<file path="config.mk">
export PLATFORM = sky130hd
export DESIGN_NAME = rr_mux_reg
export DESIGN_NICKNAME = d
export VERILOG_FILES = /design/src/rtl/rr_mux_reg.sv
export SDC_FILE = /design/constraint.sdc
export NUM_CORES = 1
export LEC_CHECK = 0
export BUFFER_PORTS_ARGS = -buffer_cell sky130_fd_sc_hd__buf_2
export CAP_MARGIN = 20
export CORE_UTILIZATION = 43
export CTS_CLUSTER_DIAMETER = 150
export DETAILED_ROUTE_END_ITERATION = 12
export PLACE_DENSITY = 0.79
export SYNTH_ARGS = -nofsm -noshare
export SYNTH_HDL_FRONTEND = slang
export SYNTH_SLANG_ARGS = --single-unit
</file>
<file path="constraint.sdc">
create_clock -name clk -period 4.4 [get_ports clk]
set_input_delay 0 -clock clk [delete_from_list [all_inputs] [get_ports clk]]
set_output_delay 0 -clock clk [all_outputs]
set_load 0.03 [all_outputs]
</file>
<file path="src/rtl/rr_mux_reg.sv">
// rr_mux_reg: NUM_IN-channel round-robin (or forced-select) merge of
// valid/ready producers into a single registered output stage.
// Optional feature macro: RR_MUX_XFER_COUNT_EN adds a 16-bit xfer_count
// output counting accepted input transfers since reset.
module rr_mux_reg #(
    parameter int unsigned WIDTH  = 16,
    parameter int unsigned NUM_IN = 4,
    parameter int unsigned SEL_W  = 2
) (
    input  logic                    clk,
    input  logic                    rst_n,
    input  logic [NUM_IN*WIDTH-1:0] in_data,
    input  logic [NUM_IN-1:0]       in_valid,
    output logic [NUM_IN-1:0]       in_ready,
    input  logic                    force_en,
    input  logic [SEL_W-1:0]        force_sel,
    output logic [WIDTH-1:0]        out_data,
    output logic [SEL_W-1:0]        out_sel,
    output logic                    out_valid,
    input  logic                    out_ready
`ifdef RR_MUX_XFER_COUNT_EN
    ,
    output logic [15:0]             xfer_count
`endif
);

    localparam int unsigned CNT_W = 16;

    typedef enum logic {
        EMPTY = 1'b0,
        FULL  = 1'b1
    } state_t;

    state_t             state_q;
    state_t             state_d;
    logic [SEL_W-1:0]   rr_ptr;
    logic               grant_valid;
    logic [SEL_W-1:0]   grant_idx;
    logic [WIDTH-1:0]   grant_data;
    logic               load_en;
    logic               xfer;

    // Output register may take a new word when empty or being drained this cycle
    assign load_en = rst_n & (~out_valid | out_ready);
    assign xfer    = load_en & grant_valid;

    // Arbitration: forced channel only, else first valid scanning from rr_ptr
    always_comb begin
        logic [SEL_W-1:0] idx;
        grant_valid = 1'b0;
        grant_idx   = '0;
        idx         = '0;
        if (force_en) begin
            for (int unsigned i = 0; i < NUM_IN; i++) begin
                if ((32'(force_sel) == i) && in_valid[i]) begin
                    grant_valid = 1'b1;
                    grant_idx   = SEL_W'(i);
                end
            end
        end else begin
            for (int unsigned k = 0; k < NUM_IN; k++) begin
                idx = SEL_W'((32'(rr_ptr) + k) % NUM_IN);
                if (!grant_valid && in_valid[idx]) begin
                    grant_valid = 1'b1;
                    grant_idx   = idx;
                end
            end
        end
    end

    // Data mux for the granted channel
    always_comb begin
        grant_data = '0;
        for (int unsigned i = 0; i < NUM_IN; i++) begin
            if (grant_idx == SEL_W'(i)) begin
                grant_data = in_data[i*WIDTH +: WIDTH];
            end
        end
    end

    // State register: output stage EMPTY/FULL
    always_ff @(posedge clk) begin
        if (!rst_n) begin
            state_q <= EMPTY;
        end else begin
            state_q <= state_d;
        end
    end

    // Next state: load keeps/makes FULL, drain without load empties
    always_comb begin
        state_d = state_q;
        if (xfer) begin
            state_d = FULL;
        end else if (out_ready) begin
            state_d = EMPTY;
        end
    end

    // Outputs decoded from state and grant
    always_comb begin
        out_valid = (state_q == FULL);
        in_ready  = '0;
        if (xfer) begin
            in_ready = NUM_IN'(1) << grant_idx;
        end
    end

    // Output data/select register and round-robin pointer
    always_ff @(posedge clk) begin
        if (!rst_n) begin
            out_data <= '0;
            out_sel  <= '0;
            rr_ptr   <= '0;
        end else if (xfer) begin
            out_data <= grant_data;
            out_sel  <= grant_idx;
            if (!force_en) begin
                rr_ptr <= SEL_W'((32'(grant_idx) + 32'd1) % NUM_IN);
            end
        end
    end

`ifdef RR_MUX_XFER_COUNT_EN
    // Transfer counter, wraps naturally at 16 bits
    always_ff @(posedge clk) begin
        if (!rst_n) begin
            xfer_count <= '0;
        end else if (xfer) begin
            xfer_count <= xfer_count + CNT_W'(1);
        end
    end
`else
    // Counter width kept referenced so the default build carries no dangling constant
    logic [CNT_W-1:0] unused_cnt_w;
    assign unused_cnt_w = '0;
`endif

endmodule
</file>
==> PnR_summary.wiki, run 1 <==
{| class="wikitable"
! Metric !! Value
|-
| Result of the run || completed
|-
| Number of warning messages in the yosys log || 0
|-
| Number of buffers between clock root and the deepest sink || 2
|-
| R2R depth || 9
|-
| Post-CTS Setup Bufs || 0
|-
| Number of buffers inserted during clock tree synthesis || 3
|-
| Vias in the first global route || 1,516
|-
| Number of gates resized after CTS || 0
|-
| Critical setup path kind || reg2out
|-
| Area added between synthesis and finish || 42.4%
|-
| Quantity of hold-fixing buffers added after cts || 13
|-
| Post-detailed-route count of antenna-violating nets || 0
|-
| Die boundary width || 61.0 microns
|-
| Most Frequent Cell on Critical Path || sky130_fd_sc_hd__nor2_1
|-
| Worst Skew || 0.00563 ns
|-
| Fraction of the mapped netlist area in adder cells || 3.35%
|-
| Simple-gate share of the synthesized area || 14.8%
|-
| Synthesized area || 1500 sq um
|-
| Setup Total Neg Slack || 0 ns
|-
| Endpoint type of the worst setup path || output pin
|-
| Unrepaired setup endpoints after global routing || false
|-
| XOR/XNOR Fraction of Synth Area || 0%
|-
| Num Clock Sinks || 21
|-
| Hold violation total from the final report || 0
|-
| Fill cell total of the finished layout || 319
|-
| Initial core utilization || 44.8%
|-
| Total detailed-routing wirelength || 4300 microns
|-
| Placement-stage worst setup slack || 1.35 ns
|-
| Buffer and inverter count on the worst path || 3
|-
| Number of I/O pins || 97
|-
| Global placement routability congestion || 0.827
|-
| Cell-by-cell listing of the critical path || mux2i_1 > nor2_1 > o32a_1 > inv_1 > ha_1 > clkinv_1 > nor2_1 > buf_2
|-
| Setup-violating endpoint count in the final report || 0
|-
| Final critical delay including setup and external delays || 3.17 ns
|-
| Post-layout nets || 351
|-
| Main flop type after synthesis || sky130_fd_sc_hd__dfxtp_1
|-
| Crit path DAT || 3.17 ns
|-
| Count of flip-flops with a built-in enable after synthesis || 0
|-
| Fraction of the yosys area taken by sequential cells || 28.1%
|-
| Reg-to-reg startpoint || rr_ptr[1]
|-
| Detailed Place HPWL || 3090 microns
|-
| End of the worst register-to-register path || out_data[8]
|-
| Total power per unit cell area || 295 nW/um^2
|-
| Post-synthesis cell type count || 34
|-
| Worst setup path start || rr_ptr[1]
|-
| Register-to-register setup slack || 1.35 ns
|-
| Max-cap viol count || 0
|-
| Worst setup path endpoint || in_ready[3]
|-
| Number of diodes added for antenna fixing || 0
|-
| Fmax || 316 MHz
|-
| Critical path peak fanout || 17
|-
| Max transition margin || 52.7%
|-
| Leakage power || 1.10 nW
|-
| Max-slew violation count || 0
|-
| Number of remaining DRC errors || 0
|-
| Post-synth ARST share || 0%
|-
| TritonCTS clock tree || yes
|-
| Crit path depth || 8
|-
| Worst min-delay path class || in2reg
|-
| DR WL/cell || 13.5 microns
|-
| Die outline area || 3720 sq um
|-
| Maximum single-stage delay on the critical path || 0.62 ns
|-
| Endpoint required time on the critical path || 4.40 ns
|-
| Proportion of synthesized area in mux cells || 14.1%
|-
| Dominant combinational cell family by area after synthesis || compound AO/OA/AOI/OAI gates
|-
| Launching element type of the critical path || flop
|-
| Worst-Skew Late Latency || 0.30 ns
|-
| Total track usage || 23.0%
|-
| Ratio of routed vias to standard cells || 5.38
|-
| Number of H-tree levels || 1
|-
| Core footprint || 3340 sq um
|-
| Most common cell after layout, fill and taps aside || sky130_fd_sc_hd__buf_2
|-
| Share of cells above drive strength 1 || 39.7%
|-
| Syn_nets || 249
|-
| Placed Cells incl. Taps || 301
|-
| DIE HEIGHT || 61.0 microns
|-
| Count of non-filler cells in the finished layout || 318
|-
| First-pass GRT wire length || 6380 microns
|-
| Worst Max-Slew Pin Slew || 0.709 ns
|-
| Iteration-0 DRC Markers || 55
|-
| Total vias in the final route || 1,711
|-
| Compound-gate portion of the synthesized area || 33.6%
|-
| Number of storage elements in the synthesis netlist || 21
|-
| Master of the slowest instance on the critical path || sky130_fd_sc_hd__clkinv_1
|-
| Final period util || 72.0%
|-
| Pin count of the biggest net entering global routing || 23
|-
| First-pass DRT Iterations || 4
|-
| Standard-cell row count || 21
|-
| Commonest cells after routing, fill and taps aside || 96 x sky130_fd_sc_hd__buf_2, 21 x sky130_fd_sc_hd__mux2i_1, 21 x sky130_fd_sc_hd__dfxtp_1, 20 x sky130_fd_sc_hd__nand2_1
|-
| Family of cells with the greatest summed delay on the critical path || buffers and inverters
|-
| Antenna violations before repair || 0
|-
| Worst hold slack after final layout || 0.00917 ns
|-
| Aggregate global routing overflow || 0
|-
| Post-route worst setup slack || 1.23 ns
|-
| Clock Pin Slew Worst Setup and Hold Paths || 0.12 ns
|-
| Average instance area after synthesis || 8.74 sq um
|-
| Synthesized instance count || 171
|-
| Highest ir drop seen on vdd || 0.158 mV
|-
| Number of buffer cells added on primary ports || 96
|-
| Final core utilization || 63.8%
|-
| CTS root buffer || sky130_fd_sc_hd__clkbuf_4
|}
[where the power goes]
group	switching [mW]	total (mW)	internal, mW	leakage (nW)
Combinational	0.170	0.300	0.130	0.905
Sequential	0.0142	0.232	0.218	0.173
Clock	0.0610	0.0949	0.0339	0.0177
Total	0.245	0.627	0.382	1.10
[how the worst min path moves through the flow]
stage,from,to,cells past startpoint
floorplan,rst_n,out_data[10],2
global placement,in_data[62],out_data[14],3
detailed placement,in_data[62],out_data[14],3
CTS,in_data[49],out_data[1],3
global route,in_data[49],out_data[1],3
finish,in_data[49],out_data[1],3
[per-stage QoR]
step | cell area [sq um] | total power [mW]
2_1_floorplan | 1500 | 0.439
3_3_place_gp | 1970 | 0.523
3_5_place_dp | 1970 | 0.527
4_1_cts | 2130 | 0.629
5_1_grt | 2130 | 0.666
6_report | 2130 | 0.627
[registers in the layout (all words and copies together), names as in the netlist]
| signal | cells |
|---|---|
| out_sel | 2 |
| rr_ptr | 2 |
| out_data | 16 |
| out_valid | 1 |
[per-layer routing]
layer | global-route usage (%) | up-vias | wire (microns)
li1 | - | 851 | -
met1 | 28.6 | 770 | 1720
met2 | 39.7 | 82 | 2190
met3 | 3.84 | 8 | 302
met4 | 8.44 | 0 | 80
met5 | 0 | - | 0
[Yosys cell counts, types with 3 or more instances]
library cell / n / area (sq um)
sky130_fd_sc_hd__a21oi_1: 5 / 25.0
sky130_fd_sc_hd__mux2i_1: 21 / 210
sky130_fd_sc_hd__dfxtp_1: 21 / 420
sky130_fd_sc_hd__a221o_1: 15 / 150
sky130_fd_sc_hd__nand2b_1: 3 / 18.8
sky130_fd_sc_hd__o21a_1: 16 / 120
sky130_fd_sc_hd__a22oi_1: 16 / 120
sky130_fd_sc_hd__ha_1: 4 / 50.1
sky130_fd_sc_hd__inv_1: 4 / 15.0
sky130_fd_sc_hd__clkbuf_1: 6 / 22.5
sky130_fd_sc_hd__buf_2: 4 / 20.0
sky130_fd_sc_hd__nor3_1: 3 / 15.0
sky130_fd_sc_hd__nand2_1: 20 / 75.1
sky130_fd_sc_hd__nor2_1: 9 / 33.8
[worst reg2reg max path, stage by stage, from the launching register on]
cell                       delay [ns]
sky130_fd_sc_hd__dfxtp_1         0.44
sky130_fd_sc_hd__mux2i_1         0.20
sky130_fd_sc_hd__nor2_1          0.06
sky130_fd_sc_hd__o32a_1          0.40
sky130_fd_sc_hd__inv_1           0.10
sky130_fd_sc_hd__ha_1            0.58
sky130_fd_sc_hd__clkinv_1        0.63
sky130_fd_sc_hd__o21a_1          0.26
sky130_fd_sc_hd__a22oi_1         0.19
sky130_fd_sc_hd__mux2i_1         0.09
[cell type report]
cell class                 instances  area (sq um)  area share [%]
clock buffer                       3          22.5            1.06
tap                               46          57.6            2.70
sequential                        21           420            19.7
inverter                           6          22.5            1.06
multi-input combinational        131           983            46.2
timing repair buffer             110           618            29.0
clock inverter                     1          5.00           0.235
[cells by family after synthesis]
family | count (synthesis)
multiplexers | 21
adder cells (fa/ha/maj) | 4
AND/OR/NAND/NOR | 43
flip-flops | 21
buffers and inverters | 19
AO/OA/AOI/OAI | 63
(Power assumes the default switching activity.)
==> run 2: changes to the inputs <==
--- a/config.mk
+++ b/config.mk
@@ -7,10 +7,10 @@
 export LEC_CHECK = 0
 export BUFFER_PORTS_ARGS = -buffer_cell sky130_fd_sc_hd__buf_2
 export CAP_MARGIN = 20
-export CORE_UTILIZATION = 43
+export CORE_UTILIZATION = 42
 export CTS_CLUSTER_DIAMETER = 150
 export DETAILED_ROUTE_END_ITERATION = 12
-export PLACE_DENSITY = 0.79
+export PLACE_DENSITY = 0.78
 export SYNTH_ARGS = -nofsm -noshare
 export SYNTH_HDL_FRONTEND = slang
 export SYNTH_SLANG_ARGS = --single-unit
==> constraint.sdc (replaced) <==
create_clock -name clk -period 3.14 [get_ports clk]
set_input_delay 0 -clock clk [delete_from_list [all_inputs] [get_ports clk]]
set_output_delay 0 -clock clk [all_outputs]
set_load 0.03 [all_outputs]
==> run 2 against run 1 <==
Effect of this change:
- the run now ends with hold timing left
- clock skew up 0.0096 ns
- via count is 3.7% higher
- non-clock buffer count rose by 2
- sequential share of layout area down 0.14 points
- critical path depth unchanged
- highest routed layer unchanged
- critical path type unchanged
==> PnR_summary.wiki, run 2 (same netlist as run 1, synthesis figures left out) <==
{| class="wikitable"
! Metric !! Value
|-
| Worst Skew || 0.0152 ns
|-
| Placement-stage worst setup slack || 0.667 ns
|-
| Leakage power || 1.11 nW
|-
| Share of cells above drive strength 1 || 40.1%
|-
| Number of diodes added for antenna fixing || 0
|-
| Final period util || 80.8%
|-
| Final critical delay including setup and external delays || 2.54 ns
|-
| Vias in the first global route || 1,510
|-
| Worst hold slack after final layout || -0.00119 ns
|-
| Result of the run || finished with violations
|-
| Number of buffers between clock root and the deepest sink || 2
|-
| Endpoint required time on the critical path || 3.14 ns
|-
| Total vias in the final route || 1,774
|-
| Global routing usage on met2 || 38.9%
|-
| Setup Total Neg Slack || 0 ns
|-
| Pin count of the biggest net entering global routing || 23
|-
| Highest ir drop seen on vdd || 0.174 mV
|-
| Number of buffers inserted during clock tree synthesis || 3
|-
| Total track usage || 23.3%
|-
| Cell depth of the worst min-delay path || 3
|-
| Number of H-tree levels || 1
|-
| Most common cell after layout, fill and taps aside || sky130_fd_sc_hd__buf_2
|-
| Total power per unit cell area || 414 nW/um^2
|-
| Met3 track demand over resource in global routing || 5.04%
|-
| First-pass GRT wire length || 6550 microns
|-
| Antenna violations before repair || 0
|-
| Register-to-register setup slack || 0.67 ns
|-
| GR Layer Usage met1 || 29.6%
|-
| Max-slew violation count || 0
|-
| Worst min-delay path class || in2reg
|-
| Detailed Place HPWL || 3200 microns
|-
| Worst Hold Endpoint || out_data[9]
|-
| Iteration-0 DRC Markers || 72
|-
| Commonest cells after routing, fill and taps aside || 96 x sky130_fd_sc_hd__buf_2, 21 x sky130_fd_sc_hd__mux2i_1, 21 x sky130_fd_sc_hd__dfxtp_1, 20 x sky130_fd_sc_hd__nand2_1
|-
| Hold violation total from the final report || 1
|-
| Clock Pin Slew Worst Setup and Hold Paths || 0.12 ns
|-
| Aggregate global routing overflow || 0
|-
| Standard-cell row count || 21
|-
| CTS root buffer || sky130_fd_sc_hd__clkbuf_4
|-
| Total detailed-routing wirelength || 4490 microns
|-
| Core footprint || 3360 sq um
|-
| Launch point of the worst hold path || in_data[57]
|-
| Endpoint type of the worst setup path || output pin
|-
| Die boundary width || 61.7 microns
|-
| Post-route worst setup slack || 0.602 ns
|-
| DIE HEIGHT || 61.7 microns
|-
| Number of remaining DRC errors || 0
|-
| Number of buffer cells added on primary ports || 96
|-
| Largest registers in the final layout || out_data: 16 flops, out_sel: 2 flops, rr_ptr: 2 flops
|-
| Die outline area || 3800 sq um
|-
| Reg-to-reg startpoint || rr_ptr[1]
|-
| Register containing the most flip-flops in the final layout || out_data
|-
| Critical setup path kind || reg2out
|-
| Area added between synthesis and finish || 43.4%
|-
| End of the worst register-to-register path || out_data[12]
|-
| Worst-Skew Late Latency || 0.32 ns
|-
| Violations in the final reports || hold timing
|-
| Max reg flops || 16
|-
| Final core utilization || 63.8%
|-
| Global placement routability congestion || 0.872
|-
| Unrepaired setup endpoints after global routing || false
|-
| Initial core utilization || 44.5%
|-
| DR WL/cell || 14.0 microns
|-
| Critical path peak fanout || 17
|-
| Setup-violating endpoint count in the final report || 0
|-
| Max transition margin || 58.3%
|-
| Launching element type of the critical path || flop
|-
| Fmax || 394 MHz
|-
| TritonCTS clock tree || yes
|-
| First-pass DRT Iterations || 4
|-
| Number of I/O pins || 97
|-
| Global route hottest layer || met2
|-
| Ratio of routed vias to standard cells || 5.54
|-
| Post-detailed-route count of antenna-violating nets || 0
|-
| Num Clock Sinks || 21
|-
| R2R depth || 8
|-
| Post-layout nets || 353
|-
| Max-cap viol count || 0
|-
| Worst Max-Slew Pin Slew || 0.623 ns
|-
| Crit path DAT || 2.54 ns
|}
[run 2: how the worst max path moves through the flow]
stage | endpoint | depth (start not counted) | slack (ns) | from
after CTS | in_ready[2] | 8 | 0.60 | rr_ptr[1]
after detailed placement | out_data[12] | 8 | 0.67 | rr_ptr[1]
after global routing | in_ready[2] | 7 | 0.38 | rr_ptr[1]
after floorplan | out_data[15] | 11 | 0.89 | rr_ptr[1]
after global placement | out_data[6] | 8 | 0.75 | rr_ptr[1]
final | in_ready[3] | 8 | 0.60 | rr_ptr[1]
[run 2: where the power goes]
part | total, mW | leakage, nW | switching [mW] | internal, mW
registers | 0.327 | 0.173 | 0.0209 | 0.306
clock network | 0.140 | 0.0177 | 0.0921 | 0.0478
logic | 0.422 | 0.916 | 0.238 | 0.184
total | 0.888 | 1.11 | 0.351 | 0.537
[run 2: final cells by class]
class / instances / area (sq um)
clock buffers: 3 / 22.5
clock inverters: 1 / 5.00
fillers: 327 / 1220
inverters: 6 / 22.5
multi-input cells: 131 / 983
flip-flops and latches: 21 / 420
well taps: 46 / 57.6
repair buffers: 112 / 633
[run 2: worst max-delay path: stages (launching register included)]
cell and delay, ns:
sky130_fd_sc_hd__dfxtp_1 0.45, sky130_fd_sc_hd__mux2i_1 0.21, sky130_fd_sc_hd__nor2_1 0.07, sky130_fd_sc_hd__o32a_1 0.39
sky130_fd_sc_hd__inv_1 0.10, sky130_fd_sc_hd__ha_1 0.17, sky130_fd_sc_hd__clkinv_1 0.41, sky130_fd_sc_hd__nor2_1 0.22
sky130_fd_sc_hd__buf_2 0.22
[run 2: stage by stage]
stage          cell area [sq um]  power (mW)  cells
2_1_floorplan               1500       0.615    171
3_3_place_gp                1990       0.734    303
3_5_place_dp                1990       0.740    303
4_1_cts                     2140       0.885    320
5_1_grt                     2140       0.944    320
6_report                    2140       0.888    320
[run 2: timing repair]
action,in CTS,in global routing
hold endpoints to repair,13,0
endpoints found under the setup margin,0,0
gates resized for setup,0,0
hold buffers,13,0
buffers inserted,0,0
[run 2: per-layer routing]
layer	wire (microns)	up-vias
met3	365	7
met1	1840	824
met5	0	-
met2	2220	89
li1	-	854
met4	59	0
==> run 3: changes to the inputs <==
--- a/config.mk
+++ b/config.mk
@@ -7,10 +7,10 @@
 export LEC_CHECK = 0
 export BUFFER_PORTS_ARGS = -buffer_cell sky130_fd_sc_hd__buf_2
 export CAP_MARGIN = 20
-export CORE_UTILIZATION = 42
+export CORE_UTILIZATION = 38
 export CTS_CLUSTER_DIAMETER = 150
 export DETAILED_ROUTE_END_ITERATION = 12
-export PLACE_DENSITY = 0.78
+export PLACE_DENSITY = 0.74
 export SYNTH_ARGS = -nofsm -noshare
 export SYNTH_HDL_FRONTEND = slang
 export SYNTH_SLANG_ARGS = --single-unit
==> constraint.sdc (replaced) <==
create_clock -name clk -period 2.15 [get_ports clk]
set_input_delay 0 -clock clk [delete_from_list [all_inputs] [get_ports clk]]
set_output_delay 0 -clock clk [all_outputs]
set_load 0.03 [all_outputs]
==> run 3 against run 2 <==
Effect of this change:
- worst setup slack lost 0.65 ns
- combinational power grew 68%
- wire length grew 3.2%
- final area grew 5.4%
- sequential share of layout area shrank 0.83 points
- the run ends with setup timing left
- power grew 63%
- clock power grew 86%
- register-to-register slack lost 0.72 ns
==> PnR_summary.wiki, run 3 (same netlist as run 1, synthesis figures left out) <==
{| class="wikitable"
! Metric !! Value
|-
| Critical path peak fanout || 6
|-
| Vias in the first global route || 1,647
|-
| Max transition margin || 71.9%
|-
| CTS root buffer || sky130_fd_sc_hd__clkbuf_8
|-
| Switching portion of total power || 37.7%
|-
| Detailed Place HPWL || 3350 microns
|-
| Setup-violating endpoint count in the final report || 15
|-
| Endpoint type of the worst setup path || flop
|-
| Maximum single-stage delay on the critical path || 0.39 ns
|-
| Register containing the most flip-flops in the final layout || out_data
|-
| Share of cells above drive strength 1 || 51.8%
|-
| Endpoint required time on the critical path || 2.29 ns
|-
| TritonCTS clock tree || yes
|-
| Largest registers in the final layout || out_data: 16 flops, out_sel: 2 flops, rr_ptr: 2 flops
|-
| Number of H-tree levels || 1
|-
| Total detailed-routing wirelength || 4630 microns
|-
| Power share of the combinational group || 49.0%
|-
| Antenna violations before repair || 0
|-
| Worst Skew || 0.00115 ns
|-
| Worst hold slack after final layout || 0.0344 ns
|-
| Launching element type of the critical path || flop
|-
| Standard-cell row count || 22
|-
| Post-detailed-placement cell area || 2060 sq um
|-
| Number of buffer cells added on primary ports || 96
|-
| Total vias in the final route || 1,703
|-
| Hold violation total from the final report || 0
|-
| Worst-Skew Late Latency || 0.26 ns
|-
| Family of cells with the greatest summed delay on the critical path || compound AO/OA/AOI/OAI gates
|-
| Switching Power || 547 uW
|-
| Commonest cells after routing, fill and taps aside || 94 x sky130_fd_sc_hd__buf_2, 20 x sky130_fd_sc_hd__mux2i_1, 20 x sky130_fd_sc_hd__dfxtp_1, 19 x sky130_fd_sc_hd__nand2_1, 16 x sky130_fd_sc_hd__o21a_1
|-
| Number of diodes added for antenna fixing || 0
|-
| First-pass DRT Iterations || 4
|-
| Initial core utilization || 40.2%
|-
| Iteration-0 DRC Markers || 108
|-
| Number of buffers between clock root and the deepest sink || 2
|-
| Global placement routability congestion || 0.898
|-
| Register-to-register setup slack || -0.05 ns
|-
| Final critical delay including setup and external delays || 2.20 ns
|-
| First-pass GRT wire length || 7290 microns
|-
| Number of I/O pins || 97
|-
| DR WL/cell || 14.5 microns
|-
| Worst min-delay path class || in2reg
|-
| Master of the slowest instance on the critical path || sky130_fd_sc_hd__o32a_1
|-
| Clock Pin Slew Worst Setup and Hold Paths || 0.08 ns
|-
| Die outline area || 4190 sq um
|-
| Max-slew violation count || 0
|-
| Number of remaining DRC errors || 0
|-
| Die boundary width || 64.7 microns
|-
| Crit path DAT || 2.35 ns
|-
| Number of buffers inserted during clock tree synthesis || 3
|-
| Ratio of routed vias to standard cells || 5.32
|-
| Critical setup path kind || reg2reg
|-
| Max-cap viol count || 0
|-
| Cell-by-cell listing of the critical path || mux2i_2 > nor2_1 > o32a_1 > ha_2 > nor2b_4 > buf_6 > a221o_1 > a22oi_1 > mux2i_1
|-
| Cell-internal power || 902 uW
|-
| DIE HEIGHT || 64.7 microns
|-
| Violations in the final reports || setup timing
|-
| Placement-stage worst setup slack || -0.261 ns
|-
| Result of the run || finished with violations
|-
| Clock power share || 18.0%
|-
| Area added between synthesis and finish || 51.1%
|-
| Post-layout nets || 351
|-
| Total track usage || 22.4%
|-
| Fmax || 454 MHz
|-
| Quantity of hold-fixing buffers added after cts || 0
|-
| Total power per unit cell area || 641 nW/um^2
|-
| Leakage power || 1.14 nW
|-
| Worst Max-Slew Pin Slew || 0.422 ns
|-
| Unrepaired setup endpoints after global routing || true
|-
| Post-route worst setup slack || -0.0518 ns
|-
| Highest ir drop seen on vdd || 0.423 mV
|-
| Post-detailed-route count of antenna-violating nets || 0
|-
| Final period util || 102%
|-
| Placed Cells incl. Taps || 311
|-
| Max reg flops || 16
|-
| Most common cell after layout, fill and taps aside || sky130_fd_sc_hd__buf_2
|-
| Num Clock Sinks || 21
|-
| Setup Total Neg Slack || -0.400 ns
|-
| Aggregate global routing overflow || 0
|-
| Pin count of the biggest net entering global routing || 23
|-
| Buffer and inverter count on the worst path || 1
|-
| Core footprint || 3720 sq um
|-
| Count of non-filler cells in the finished layout || 320
|-
| Relative contribution of sequential cells to total power || 33.0%
|-
| Final Cell Area || 2260 sq um
|}
## run 3: per-layer routing
metal	part of all wire [%]	up-vias	GRT usage (%)
met2	52	58	41.3
met4	1.2	0	7.22
met3	6.7	7	5.63
met5	0	-	0
li1	-	846	-
met1	40	792	24.7
## run 3: final timing paths
check | start | endpoint | depth (start not counted)
setup / recovery | rr_ptr[1] | out_data[15] | 9
hold / removal | in_data[54] | out_data[6] | 3
hold reg to reg | out_data[1] | out_data[1] | 2
setup reg to reg | rr_ptr[1] | out_data[15] | 9
## run 3: per-stage QoR
step | power [mW] | utilization [%]
final | 1.45 | 60.8
after global routing | 1.54 | 60.8
after CTS | 1.41 | 58.8
after detailed placement | 1.11 | 55.5
after global placement | 1.10 | 55.5
after floorplan | 0.901 | -
## run 3: timing repair
action,4_1_cts,5_1_grt
setup endpoints to repair,18,20
gates cloned,0,0
pin swaps,1,7
buffers inserted,5,1
gates resized for setup,10,24
## run 3: tightest hold or removal path, cell delays in order
cell,delay (ns)
sky130_fd_sc_hd__buf_2,0.08
sky130_fd_sc_hd__a22oi_2,0.07
sky130_fd_sc_hd__mux2i_1,0.10
## run 3: area by class of cell
type                            instances  area [sq um]
Clock inverter                          1          5.00
Timing Repair Buffer                  110           631
Multi-Input combinational cell        131          1070
Clock buffer                            3          41.3
Tap cell                               48          60.1
Inverter                                6          30.0
Sequential cell                        21           424
Fill cell                             349          1460
## run 3: power groups by stage
| stage | Clock [mW] | Combinational (mW) | Sequential, mW |
|---|---|---|---|
| 2_1_floorplan | 0 | 0.311 | 0.590 |
| 3_3_place_gp | 0 | 0.618 | 0.484 |
| 3_5_place_dp | 0 | 0.626 | 0.486 |
| 4_1_cts | 0.268 | 0.669 | 0.478 |
| 5_1_grt | 0.284 | 0.767 | 0.485 |
| 6_report | 0.260 | 0.711 | 0.478 |
